[src/rtl/pipe_ctrl_pkg.sv]
// Shared types for the pipeline hazard controller:
// controller state encoding and branch funct3 codes.
package pipe_ctrl_pkg;

  typedef enum logic [1:0] {
    RUN      = 2'd0,
    MEM_WAIT = 2'd1,
    ERROR    = 2'd2
  } state_t;

  localparam logic [2:0] F3_BEQ = 3'b000;
  localparam logic [2:0] F3_BNE = 3'b001;
  localparam logic [2:0] F3_BLT = 3'b100;
  localparam logic [2:0] F3_BGE = 3'b101;

  function automatic logic br_cond(
    input logic [2:0] f3,
    input logic       zero,
    input logic       lt
  );
    logic c;
    c = 1'b0;
    unique case (1'b1)
      (f3 == F3_BEQ): c = zero;
      (f3 == F3_BNE): c = !zero;
      (f3 == F3_BLT): c = lt;
      (f3 == F3_BGE): c = !lt;
      default:        c = 1'b0;
    endcase
    return c;
  endfunction

endpackage

[src/rtl/sat_counter.sv]
// Saturating event counter: counts cycles with inc=1, sticks at all-ones.
// Ports: clk, reset (async, active-high), inc, count[W-1:0].
module sat_counter #(
  parameter int W = 16
) (
  input  logic         clk,
  input  logic         reset,
  input  logic         inc,
  output logic [W-1:0] count
);

  always_ff @(posedge clk or posedge reset) begin
    if (reset)
      count <= '0;
    else if (inc && (count != {W{1'b1}}))
      count <= count + 1'b1;
  end

endmodule

[src/rtl/pipe_hazard_ctrl.sv]
// Hazard controller for a 5-stage pipe: load-use bubble, branch flush
// in MEM, data-memory wait with timeout to a sticky bus error.
// Ports: clk, reset (async, active-high); ID/EX/MEM hazard sources;
// dmem_req/dmem_ready handshake; per-stage write/flush controls and
// pc_src; status bus_error, stall_cycles, flush_count.
module pipe_hazard_ctrl
  import pipe_ctrl_pkg::*;
#(
  parameter int MEM_TIMEOUT = 16,
  parameter int CNT_W       = 16
) (
  input  logic             clk,
  input  logic             reset,
  input  logic [4:0]       id_rs1,
  input  logic [4:0]       id_rs2,
  input  logic             ex_memRead,
  input  logic [4:0]       ex_rd,
  input  logic             mem_branch,
  input  logic             mem_zero,
  input  logic             mem_lessThan,
  input  logic [3:0]       mem_funct,
  input  logic             mem_memRead,
  input  logic             mem_memWrite,
  output logic             dmem_req,
  input  logic             dmem_ready,
  output logic             pc_write,
  output logic             pc_src,
  output logic             ifid_write,
  output logic             ifid_flush,
  output logic             idex_write,
  output logic             idex_flush,
  output logic             exmem_write,
  output logic             exmem_flush,
  output logic             memwb_flush,
  output logic             bus_error,
  output logic [CNT_W-1:0] stall_cycles,
  output logic [CNT_W-1:0] flush_count
);

  localparam int WCW =
    (MEM_TIMEOUT > 1) ? $clog2(MEM_TIMEOUT) : 1;
  localparam logic [WCW-1:0] WLAST = WCW'(MEM_TIMEOUT - 1);

  state_t         state_q, state_d;
  logic [WCW-1:0] wait_q, wait_d;

  logic mem_access;
  logic mem_stall;
  logic taken;
  logic load_use;
  logic live;
  logic stall_inc;
  logic unused_f3;

  assign unused_f3  = mem_funct[3];
  assign mem_access = mem_memRead | mem_memWrite;
  assign live       = (state_q != ERROR);
  assign mem_stall  = live & mem_access & !dmem_ready;
  assign taken      = mem_branch &
    br_cond(mem_funct[2:0], mem_zero, mem_lessThan);
  assign load_use   = ex_memRead & (ex_rd != 5'd0) &
    ((ex_rd == id_rs1) | (ex_rd == id_rs2));

  always_ff @(posedge clk or posedge reset) begin
    if (reset) begin
      state_q <= RUN;
      wait_q  <= '0;
    end else begin
      state_q <= state_d;
      wait_q  <= wait_d;
    end
  end

  always_comb begin
    state_d = state_q;
    wait_d  = wait_q;
    unique case (state_q)
      RUN: begin
        if (mem_stall) begin
          state_d = MEM_WAIT;
          wait_d  = '0;
        end
      end
      MEM_WAIT: begin
        if (dmem_ready) begin
          state_d = RUN;
        end else begin
          wait_d = wait_q + 1'b1;
          if (wait_q == WLAST)
            state_d = ERROR;
        end
      end
      ERROR:   state_d = ERROR;
      default: state_d = ERROR;
    endcase
  end

  always_comb begin
    pc_write    = 1'b1;
    pc_src      = 1'b0;
    ifid_write  = 1'b1;
    ifid_flush  = 1'b0;
    idex_write  = 1'b1;
    idex_flush  = 1'b0;
    exmem_write = 1'b1;
    exmem_flush = 1'b0;
    memwb_flush = 1'b0;
    dmem_req    = live & mem_access;
    if (!live) begin
      pc_write    = 1'b0;
      ifid_write  = 1'b0;
      idex_write  = 1'b0;
      exmem_write = 1'b0;
      memwb_flush = 1'b1;
    end else if (mem_stall) begin
      pc_write    = 1'b0;
      ifid_write  = 1'b0;
      idex_write  = 1'b0;
      exmem_write = 1'b0;
      memwb_flush = 1'b1;
    end else if (taken) begin
      pc_src      = 1'b1;
      ifid_flush  = 1'b1;
      idex_flush  = 1'b1;
      exmem_flush = 1'b1;
    end else if (load_use) begin
      pc_write    = 1'b0;
      ifid_write  = 1'b0;
      idex_flush  = 1'b1;
    end
    // reset wins over everything so an in-flight access drops at once
    if (reset) begin
      pc_write    = 1'b0;
      pc_src      = 1'b0;
      ifid_write  = 1'b0;
      ifid_flush  = 1'b1;
      idex_write  = 1'b0;
      idex_flush  = 1'b1;
      exmem_write = 1'b0;
      exmem_flush = 1'b1;
      memwb_flush = 1'b1;
      dmem_req    = 1'b0;
    end
  end

  assign bus_error = !live;
  assign stall_inc = !reset & live & !pc_write;

  sat_counter #(.W(CNT_W)) u_stall_cnt (
    .clk   (clk),
    .reset (reset),
    .inc   (stall_inc),
    .count (stall_cycles)
  );

  sat_counter #(.W(CNT_W)) u_flush_cnt (
    .clk   (clk),
    .reset (reset),
    .inc   (pc_src),
    .count (flush_count)
  );

endmodule

[config.mk]
export PLATFORM = sky130hd
export DESIGN_NAME = pipe_hazard_ctrl
export DESIGN_NICKNAME = d
export VERILOG_FILES = /design/src/rtl/pipe_ctrl_pkg.sv /design/src/rtl/sat_counter.sv /design/src/rtl/pipe_hazard_ctrl.sv
export SDC_FILE = /design/constraint.sdc
export NUM_CORES = 1
export LEC_CHECK = 0
export CAP_MARGIN = 20
export CORE_ASPECT_RATIO = 0.75
export CORE_MARGIN = 5
export CORE_UTILIZATION = 50
export DETAILED_ROUTE_END_ITERATION = 6
export PLACE_DENSITY = 0.86
export SLEW_MARGIN = 20
export SYNTH_ARGS = -nofsm -noshare
export SYNTH_HDL_FRONTEND = slang
export SYNTH_HIERARCHICAL = 1
export SYNTH_SLANG_ARGS = --single-unit
[constraint.sdc]
create_clock -name clk -period 7.25 [get_ports clk]
set_input_delay 2.175 -clock clk [delete_from_list [all_inputs] [get_ports clk]]
set_output_delay 2.175 -clock clk [all_outputs]
set_load 0.005 [all_outputs]
* Word-level counts from Yosys, hierarchy flattened *
Index checks and enable logic that the tools add are counted.

word-level totals
  flip-flop bits (word level) = 38
  input bits = 28
  output and inout bits = 43

cells by class
  bitwise operators = 9
  reductions and logical operators = 14
  equality and inequality tests = 13
  $add $sub $neg = 3
  multiplexer cells = 30

operators by type and width
  cell                   number
  $add 16x1->16 const B  2
  $ne 16x16->1 const B   2
  $mux 1                 22
  $eq 5x5->1             2
  $mux 4                 2
  $pmux 4 s2             1
  $and 1x1->1            7
  $eq 3x3->1 const B     2
  $logic_not 1->1        6
  $mux 2                 3
  $ne 2x2->1 const B     3
  $reduce_bool 5->1      1
  $add 4x1->4 const B    1
  $eq 4x4->1 const B     1
  $pmux 1 s4             1
  $pmux 2 s2             1
  $eq 3x1->1 const B     1
  $logic_not 3->1        1
  $ne 3x3->1 const B     1
  $reduce_and 3->1       1
  $eq 2x1->1 const B     1
  $logic_and 1x1->1      2
  $logic_not 2->1        1
  $or 1x1->1             2
  2 further kinds        2

* Depth between registers and ports, before layout *
Gate-level depths: netlist of run 1.

  depth in word-level cells = 11
  mapped depth = 8
  gate-level depth less buffers = 8

* By module *
Netlist of run 1, hierarchy kept.

by module, submodules not included
  module            area an instance (µm²)  cells an instance  seq. area each (µm²)  times used
  sat_counter       805.8                   71                 400.4                 2
  pipe_hazard_ctrl  583.1                   68                 150.1                 1

* Worst setup path before layout of run 1 *
OpenSTA, ideal clock, no wires.

  path kind = input-to-output
  start point = input port dmem_ready
  end point = output port pc_write
  arrival = 3.113 ns
  cell stages on the path = 5
  required time = 5.075 ns
  path slack = 1.962 ns
  cell sequence = o21ba_1 > nor2_1 > and4_4 > o31a_1 > buf_4

between the ends
  cells in the longest elaborated chain, start to end = 5

RTL lines
  element               RTL line                RTL
  start, declared       pipe_hazard_ctrl.sv:25  input logic dmem_ready,
  $logic_not 1->1       pipe_hazard_ctrl.sv:58  assign mem_stall = live & mem_access & !dmem_ready;
  $and 1x1->1           pipe_hazard_ctrl.sv:58
  $mux 1 (3 in series)  n/a
  end, declared         pipe_hazard_ctrl.sv:26  output logic pc_write,

Every way passes these cells.

* Worst setup path after layout of run 1 *
  start point = input port dmem_ready
  end point = output port ifid_write

between the ends
  cells in the longest elaborated chain, start to end = 5

RTL lines
  element          RTL line                 RTL
  $logic_not 1->1  pipe_hazard_ctrl.sv:58
  $and 1x1->1      pipe_hazard_ctrl.sv:58
  $mux 1           pipe_hazard_ctrl.sv:115  end else if (mem_stall) begin
  $mux 1           pipe_hazard_ctrl.sv:109  if (!live) begin
  $mux 1           pipe_hazard_ctrl.sv:132  if (reset) begin
  end, declared    pipe_hazard_ctrl.sv:28   output logic ifid_write,

Every way passes these cells.

==> impl_metrics.env, run 1 <==
export IMPL_outcome="finished, final reports clean"
export IMPL_clock_root_buffer="clkbuf_8"
export IMPL_initial_core_util=0.528
export IMPL_ios=71
export IMPL_regArea_um2=951
export IMPL_cp_start_kind="input port"
export IMPL_synth_edf_count=0
export IMPL_synthDistinctLibCells=46
export IMPL_cts_clk_slew_worst_paths_ns=0.08
export IMPL_die_h_um=67.4
export IMPL_drive_above_1_share=0.106
export IMPL_antenna_found_initial=0
export IMPL_yosysWarnings=6
export IMPL_multiInputGateArea_um2=1200
export IMPL_cap_viol_max_count=0
export IMPL_critPathRequiredTime_ns=5.08
export IMPL_period_minus_slack_ns=6.28
export IMPL_setup_tns_final_ns=0
export IMPL_grt_overflow=0
export IMPL_place_congestion=0.750
export IMPL_dieArea_um2=5830
export IMPL_drc=0
export IMPL_synth_nets=241
export IMPL_syn_area_um2=2190
export IMPL_min_period_over_period=0.867
export IMPL_cts_hold_buf=0
export IMPL_synth_ff_latch_count=38
export IMPL_synthArstFlopShare=1.00
export IMPL_via_per_inst=5.39
export IMPL_maxSlewViolCount=0
export IMPL_vias=1822
export IMPL_ys_seq_area_frac=0.433
export IMPL_cts_tree="done"
export IMPL_layout_common_cells="clkdlybuf4s50_1 (69), dfrtp_1 (38), xnor2_1 (23)"
export IMPL_rsz0062_at_grt="false"
export IMPL_hold_ws_ns=0.517
export IMPL_rows=20
export IMPL_cts_sink_count=38
export IMPL_drt_iter0_markers=47
export IMPL_synth_top_area_frac=0.433
export IMPL_end_kind="output pin"
export IMPL_slew_limit_headroom=0.591
export IMPL_post_dp_hpwl_um=4030
export IMPL_post_place_cells=330
export IMPL_areaGrowthSynthToFinish_pct=39.6
export IMPL_synthTopCellsByArea="dfrtp_1 (43%), xnor2_1 (9.2%), xor2_1 (4.0%), nand3_1 (3.4%), nand4_1 (3.1%)"
export IMPL_totalWireLength_um=5240
export IMPL_post_route_util=0.738
export IMPL_die_x_um=86.5
export IMPL_drt_wirelength_per_cell_um=15.5
export IMPL_nets=313
export IMPL_syn_instance_count=210
export IMPL_post_cts_buffers=0
export IMPL_cts_max_path_buffers=2
export IMPL_synth_ff_type="dfrtp_1"
export IMPL_fin_skew_ns=0.00428
export IMPL_track_usage=0.197
export IMPL_finalHoldViolations=0
export IMPL_drt_pass1_iter_count=4
export IMPL_core_area_um2=4150
export IMPL_ant_nets=0
export IMPL_worst_pin_slew_ns=0.613
export IMPL_finalSetupViolCount=0
export IMPL_yosysTopAreaCell="dfrtp_1"
export IMPL_ctsHtreeMaxLevel=2
export IMPL_power_density_nw_per_um2=197
export IMPL_fmax_mhz=159
export IMPL_clock_latency_ns=0.29
export IMPL_grt_pass1_wl_um=8980
export IMPL_fillCellCount=307
export IMPL_crit_arrival_ns=4.11
export IMPL_stdcell_count=338
export IMPL_critPathMaxFanout=9
export IMPL_crit_type="input port to output pin"
export IMPL_p_leak_nw=1.31
export IMPL_portBuffers=69
export IMPL_avgSynthCellArea_um2=10.5
export IMPL_cts_buffers=5
export IMPL_num_antenna_cells=0
export IMPL_grt_pass1_vias=1777
export IMPL_cts_resized=0
export IMPL_hp_class="flop to flop"
export IMPL_grt_max_degree=17
export IMPL_ir_worst_vdd_mv=0.159
export IMPL_mostFrequentLayoutCell="clkdlybuf4s50_1"
[cells by family after synthesis]
logic type               Yosys count  synth area share
XOR/XNOR                          33             0.132
flip-flops                        38             0.433
adder cells (fa/ha/maj)            3            0.0171
AO/OA/AOI/OAI                     19            0.0661
multiplexers                       7            0.0342
buffers and inverters              8            0.0194
AND/OR/NAND/NOR                  102             0.298
[routing by layer]
layer / up-vias / part of all wire / wire length [um] / track usage
li1: 901 / - / - / -
met4: 0 / 0.0092 / 48 / 0.0409
met5: - / 0 / 0 / 0
met1: 885 / 0.49 / 2570 / 0.282
met3: 4 / 0.041 / 213 / 0.0439
met2: 32 / 0.46 / 2410 / 0.308
[registers in the layout, summed over array words and instances, names as in the netlist]
name               count
wait_q                 4
u_stall_cnt/count     16
u_flush_cnt/count     16
state_q                2
[final timing paths]
kind | startpoint | endpoint | slack, ns | cells after the start
min reg2reg | u_stall_cnt/count[15] | u_stall_cnt/count[15] | 0.52 | 1
max in group asynchronous | reset | u_flush_cnt/count[1] | 4.46 | 2
max reg2reg | state_q[1] | u_stall_cnt/count[14] | 4.61 | 8
min in group asynchronous | reset | wait_q[2] | 2.26 | 2
max | dmem_ready | ifid_write | 0.97 | 6
min | u_stall_cnt/count[15] | u_stall_cnt/count[15] | 0.52 | 1
[critical path: stages]
cell,delay (ns)
clkdlybuf4s50_1,0.56
o21ba_1,0.22
nor2_1,0.16
and4_4,0.32
o31a_1,0.17
clkdlybuf4s50_1,0.51
[cells in the mapped netlist (all sizes together), types with 9 or more instances]
master   n
dfrtp   38
nand2   17
and3    10
nand3   15
nor2    14
nand4   15
xnor2   23
xor2    10
and4     9
[power breakdown]
group          internal [mW]  switching, mW  leakage, nW  total (mW)
combinational         0.0780         0.0463        0.730       0.124
clock                  0.138         0.0771       0.0683       0.215
sequential             0.232         0.0321        0.516       0.264
total                  0.448          0.156         1.31       0.604
[cell type report]
type	instances	share of cell area
repair buffers	69	0.225
clock buffers	5	0.0225
inverters	4	0.00490
multi-input cells	164	0.392
well taps	55	0.0225
flip-flops and latches	38	0.310
clock inverters	3	0.0225
[through the flow]
step / total power, mW / cell area [um^2] / setup slack [ns]
floorplan: 0.314 / 2190 / 1.96
global placement: 0.388 / 2930 / 1.01
detailed placement: 0.391 / 2930 / 0.980
CTS: 0.612 / 3060 / 0.972
global route: 0.636 / 3060 / 0.822
finish: 0.604 / 3060 / 0.965
(Power assumes the default switching activity.)
==> run 2: changes to the inputs <==
--- a/config.mk
+++ b/config.mk
@@ -8,9 +8,10 @@
 export CAP_MARGIN = 20
 export CORE_ASPECT_RATIO = 0.75
 export CORE_MARGIN = 5
-export CORE_UTILIZATION = 50
+export CORE_UTILIZATION = 42
 export DETAILED_ROUTE_END_ITERATION = 6
-export PLACE_DENSITY = 0.86
+export PLACE_DENSITY = 0.77
+export SETUP_SLACK_MARGIN = 0.2
 export SLEW_MARGIN = 20
 export SYNTH_ARGS = -nofsm -noshare
 export SYNTH_HDL_FRONTEND = slang
==> constraint.sdc (replaced) <==
create_clock -name clk -period 5.4 [get_ports clk]
set_input_delay 1.62 -clock clk [delete_from_list [all_inputs] [get_ports clk]]
set_output_delay 1.62 -clock clk [all_outputs]
set_load 0.005 [all_outputs]
==> impl_metrics.env, run 2 (synthesized netlist as in run 1, its figures left out) <==
export IMPL_outcome="finished, final reports clean"
export IMPL_grt_pass1_wl_um=8810
export IMPL_fillCellCount=425
export IMPL_post_route_util=0.617
export IMPL_mostFrequentLayoutCell="clkdlybuf4s50_1"
export IMPL_top_regs="u_flush_cnt/count (16), u_stall_cnt/count (16), wait_q (4)"
export IMPL_ir_worst_vdd_mv=0.177
export IMPL_layout_common_cells="clkdlybuf4s50_1 (69), dfrtp_1 (38), xnor2_1 (23)"
export IMPL_core_area_um2=4980
export IMPL_ios=71
export IMPL_clock_root_buffer="clkbuf_8"
export IMPL_drive_above_1_share=0.122
export IMPL_crit_chain="clkdlybuf4s50_1 > or4_1 > o21ai_2 > o31a_1 > clkdlybuf4s50_1"
export IMPL_antenna_found_initial=0
export IMPL_die_x_um=93.5
export IMPL_slowest_delay_ns=0.56
export IMPL_crit_arrival_ns=3.52
export IMPL_drc=0
export IMPL_dieArea_um2=6790
export IMPL_path_buf_inv=2
export IMPL_p_leak_nw=1.31
export IMPL_ctsHtreeMaxLevel=2
export IMPL_min_period_over_period=0.952
export IMPL_regArea_um2=951
export IMPL_vias=1836
export IMPL_cts_max_path_buffers=2
export IMPL_cts_sink_count=38
export IMPL_crit_path_frequent_cell="clkdlybuf4s50_1"
export IMPL_critical_path_slowest_cell="or4_1"
export IMPL_slew_limit_headroom=0.592
export IMPL_worst_pin_slew_ns=0.612
export IMPL_drt_iter0_markers=61
export IMPL_via_per_inst=5.13
export IMPL_num_antenna_cells=0
export IMPL_hold_ws_ns=0.517
export IMPL_rsz0062_at_grt="false"
export IMPL_setup_tns_final_ns=0
export IMPL_multiInputGateArea_um2=1210
export IMPL_period_minus_slack_ns=5.14
export IMPL_drt_pass1_iter_count=4
export IMPL_critPathRequiredTime_ns=3.78
export IMPL_track_usage=0.165
export IMPL_drt_wirelength_per_cell_um=14.7
export IMPL_fin_skew_ns=0.0101
export IMPL_rows=22
export IMPL_clock_latency_ns=0.30
export IMPL_cp_top_family="buffers and inverters"
export IMPL_grt_overflow=0
export IMPL_cts_buffers=5
export IMPL_cts_tree="done"
export IMPL_grt_max_degree=17
export IMPL_maxSlewViolCount=0
export IMPL_die_h_um=72.6
export IMPL_place_congestion=0.816
export IMPL_crit_type="input port to output pin"
export IMPL_power_density_nw_per_um2=237
export IMPL_totalWireLength_um=5270
export IMPL_grt_pass1_vias=1775
export IMPL_post_dp_hpwl_um=4110
export IMPL_cp_start_kind="input port"
export IMPL_cts_hold_buf=0
export IMPL_cts_clk_slew_worst_paths_ns=0.07
export IMPL_initial_core_util=0.440
export IMPL_cap_viol_max_count=0
export IMPL_hp_class="flop to flop"
export IMPL_critPathMaxFanout=3
export IMPL_finalHoldViolations=0
export IMPL_fmax_mhz=194
export IMPL_finalSetupViolCount=0
export IMPL_areaGrowthSynthToFinish_pct=40.1
export IMPL_end_kind="output pin"
export IMPL_portBuffers=69
export IMPL_ant_nets=0
export IMPL_nets=316
export IMPL_reg2reg_slack_ns=2.81
==> run 2: cell count changes in the layout (fill, tap and decap cells not counted), sizes merged <==
cell and delta:
buf +3, bufinv -2, clkbuf +1, clkinvlp +1
==> run 2: worst paths after layout <==
| path | from | endpoint | depth (start not counted) |
|---|---|---|---|
| worst max register to register | state_q[1] | u_stall_cnt/count[14] | 9 |
| worst min register to register | u_stall_cnt/count[15] | u_stall_cnt/count[15] | 1 |
| worst min-delay path | u_stall_cnt/count[15] | u_stall_cnt/count[15] | 1 |
| worst max-delay path | ex_rd[1] | pc_write | 5 |
| max in group asynchronous | reset | u_flush_cnt/count[8] | 2 |
| min in group asynchronous | reset | wait_q[0] | 2 |
==> run 2: final cells by class <==
cell class	instances	share of cell area
clock buffers	6	0.0269
clock inverters	2	0.00407
inverters	4	0.00488
multi-input cells	164	0.394
flip-flops and latches	38	0.309
well taps	72	0.0293
repair buffers	72	0.232
==> run 2: power by group <==
| group | internal (mW) | switching, mW |
|---|---|---|
| Sequential | 0.312 | 0.0416 |
| Combinational | 0.106 | 0.0636 |
| Clock | 0.103 | 0.104 |
==> run 2: repair_timing <==
action,CTS,global route
hold endpoints to repair,0,0
setup buffers,0,2
setup endpoints to repair,0,2
resized for setup,0,2
==> run 2: routing by layer <==
layer / part of all wire / vias to the layer above / track usage / routed length, um
met3: 0.040 / 7 / 0.0381 / 212
met4: 0.013 / 0 / 0.0618 / 70
li1: - / 904 / - / -
met2: 0.46 / 40 / 0.246 / 2420
met1: 0.49 / 885 / 0.234 / 2570
met5: 0 / - / 0 / 0
==> run 2: metrics by stage <==
| step | setup WS, ns | cell area [um^2] | total power [mW] | cells |
|---|---|---|---|---|
| final | 0.258 | 3080 | 0.729 | 358 |
| after global routing | 0.205 | 3080 | 0.776 | 358 |
| after CTS | 0.258 | 3050 | 0.740 | 356 |
| after detailed placement | 0.263 | 2960 | 0.527 | 348 |
| after global placement | 0.288 | 2960 | 0.524 | 348 |
| after floorplan | 1.22 | 2190 | 0.421 | 210 |
==> run 3: changes to the inputs <==
--- a/config.mk
+++ b/config.mk
@@ -6,11 +6,14 @@
 export NUM_CORES = 1
 export LEC_CHECK = 0
 export CAP_MARGIN = 20
+export CELL_PAD_IN_SITES_DETAIL_PLACEMENT = 0
+export CELL_PAD_IN_SITES_GLOBAL_PLACEMENT = 1
 export CORE_ASPECT_RATIO = 0.75
 export CORE_MARGIN = 5
-export CORE_UTILIZATION = 42
+export CORE_UTILIZATION = 31
 export DETAILED_ROUTE_END_ITERATION = 6
-export PLACE_DENSITY = 0.77
+export HOLD_SLACK_MARGIN = 0.05
+export PLACE_DENSITY_LB_ADDON = 0.1
 export SETUP_SLACK_MARGIN = 0.2
 export SLEW_MARGIN = 20
 export SYNTH_ARGS = -nofsm -noshare
==> impl_metrics.env, run 3 (synthesized netlist as in run 1, its figures left out) <==
export IMPL_cap_viol_max_count=0
export IMPL_drt_pass1_iter_count=4
export IMPL_drt_iter0_markers=79
export IMPL_num_antenna_cells=0
export IMPL_worst_pin_slew_ns=0.654
export IMPL_r2r_end="u_stall_cnt/count[14]"
export IMPL_finalSetupViolCount=0
export IMPL_cp_num_cells=5
export IMPL_regArea_um2=951
export IMPL_place_congestion=0.757
export IMPL_post_route_util=0.451
export IMPL_ios=71
export IMPL_drc=0
export IMPL_nets=314
export IMPL_post_cts_buffers=0
export IMPL_path_buf_inv=2
export IMPL_cts_tree="done"
export IMPL_cp_top_family="buffers and inverters"
export IMPL_cts_max_path_buffers=2
export IMPL_hold_ws_ns=0.516
export IMPL_critPathRequiredTime_ns=3.78
export IMPL_min_period_over_period=0.952
export IMPL_cts_hold_buf=0
export IMPL_outcome="finished, final reports clean"
export IMPL_ant_nets=0
export IMPL_cp_startpoint="ex_rd[1]"
export IMPL_end_kind="output pin"
export IMPL_power_density_nw_per_um2=235
export IMPL_cts_sink_count=38
export IMPL_cts_resized=0
export IMPL_worstReg2RegStart="state_q[1]"
export IMPL_core_area_um2=6860
export IMPL_initial_core_util=0.320
export IMPL_fmax_mhz=195
export IMPL_track_usage=0.122
export IMPL_crit_type="input port to output pin"
export IMPL_cp_start_kind="input port"
export IMPL_critPathMaxFanout=3
export IMPL_cts_buffers=5
export IMPL_ir_worst_vdd_mv=0.115
export IMPL_ff2ff_path_depth=8
export IMPL_via_per_inst=4.66
export IMPL_antenna_found_initial=0
export IMPL_areaGrowthSynthToFinish_pct=41.0
export IMPL_layout_common_cells="clkdlybuf4s50_1 (68), dfrtp_1 (38), xnor2_1 (23)"
export IMPL_clock_latency_ns=0.28
export IMPL_grt_pass1_wl_um=9060
export IMPL_rows=26
export IMPL_post_dp_hpwl_um=4030
export IMPL_crit_chain="clkdlybuf4s50_1 > or4_1 > o21ai_2 > o31a_1 > clkdlybuf4s50_1"
export IMPL_slowest_delay_ns=0.57
export IMPL_reg2reg_slack_ns=2.80
export IMPL_ctsHtreeMaxLevel=2
export IMPL_cts_clk_slew_worst_paths_ns=0.08
export IMPL_totalWireLength_um=5220
export IMPL_grt_overflow=0
export IMPL_critical_path_slowest_cell="or4_1"
export IMPL_power_mw=0.727
export IMPL_maxSlewViolCount=0
export IMPL_fillCellCount=682
export IMPL_clock_root_buffer="clkbuf_8"
export IMPL_setup_tns_final_ns=0
export IMPL_crit_path_frequent_cell="clkdlybuf4s50_1"
export IMPL_dieArea_um2=8880
export IMPL_drt_wirelength_per_cell_um=13.7
export IMPL_crit_arrival_ns=3.52
export IMPL_die_h_um=82.9
export IMPL_period_minus_slack_ns=5.14
export IMPL_portBuffers=69
export IMPL_cp_endpoint="ifid_write"
export IMPL_mostFrequentLayoutCell="clkdlybuf4s50_1"
export IMPL_die_x_um=107
export IMPL_top_regs="u_flush_cnt/count (16), u_stall_cnt/count (16), wait_q (4)"
export IMPL_hp_class="flop to flop"
export IMPL_drive_above_1_share=0.116
export IMPL_multiInputGateArea_um2=1210
export IMPL_rsz0062_at_grt="true"
export IMPL_finalHoldViolations=0
export IMPL_p_leak_nw=1.31
export IMPL_vias=1780
export IMPL_grt_max_degree=17
export IMPL_fin_skew_ns=0.00853
export IMPL_grt_pass1_vias=1831
export IMPL_slew_limit_headroom=0.563
[run 3: how the worst min path moves through the flow]
stage / start / to / slack [ns] / depth (start not counted)
finish: u_stall_cnt/count[15] / u_stall_cnt/count[15] / 0.52 / 1
global placement: u_flush_cnt/count[15] / u_flush_cnt/count[15] / 0.51 / 1
floorplan: wait_q[1] / wait_q[1] / 0.48 / 2
detailed placement: u_stall_cnt/count[15] / u_stall_cnt/count[15] / 0.51 / 1
global route: u_stall_cnt/count[15] / u_stall_cnt/count[15] / 0.55 / 1
CTS: u_stall_cnt/count[15] / u_stall_cnt/count[15] / 0.52 / 1
[run 3: final cells by class]
class,count,area share
timing repair buffer,70,0.226
sequential,38,0.307
clock inverter,2,0.00404
tap,98,0.0396
clock buffer,6,0.0267
inverter,4,0.00485
multi-input combinational,164,0.391
[run 3: layer usage]
layer	vias to the layer above	routed length (um)	track usage
met5	-	0	0
met4	0	25	0.0244
met3	4	285	0.0403
met2	36	2260	0.183
met1	838	2660	0.170
li1	902	-	-
[run 3: stage by stage]
step | setup WS, ns | cells | area, um^2
after global placement | 0.238 | 374 | 2990
after global routing | 0.199 | 382 | 3100
after detailed placement | 0.250 | 374 | 2990
after CTS | 0.253 | 382 | 3080
after floorplan | 1.22 | 210 | 2190
final | 0.260 | 382 | 3100
[run 3: power by group]
| group | internal (mW) | switching, mW | total (mW) |
|---|---|---|---|
| combinational | 0.106 | 0.0622 | 0.168 |
| clock | 0.103 | 0.103 | 0.205 |
| sequential | 0.312 | 0.0417 | 0.354 |
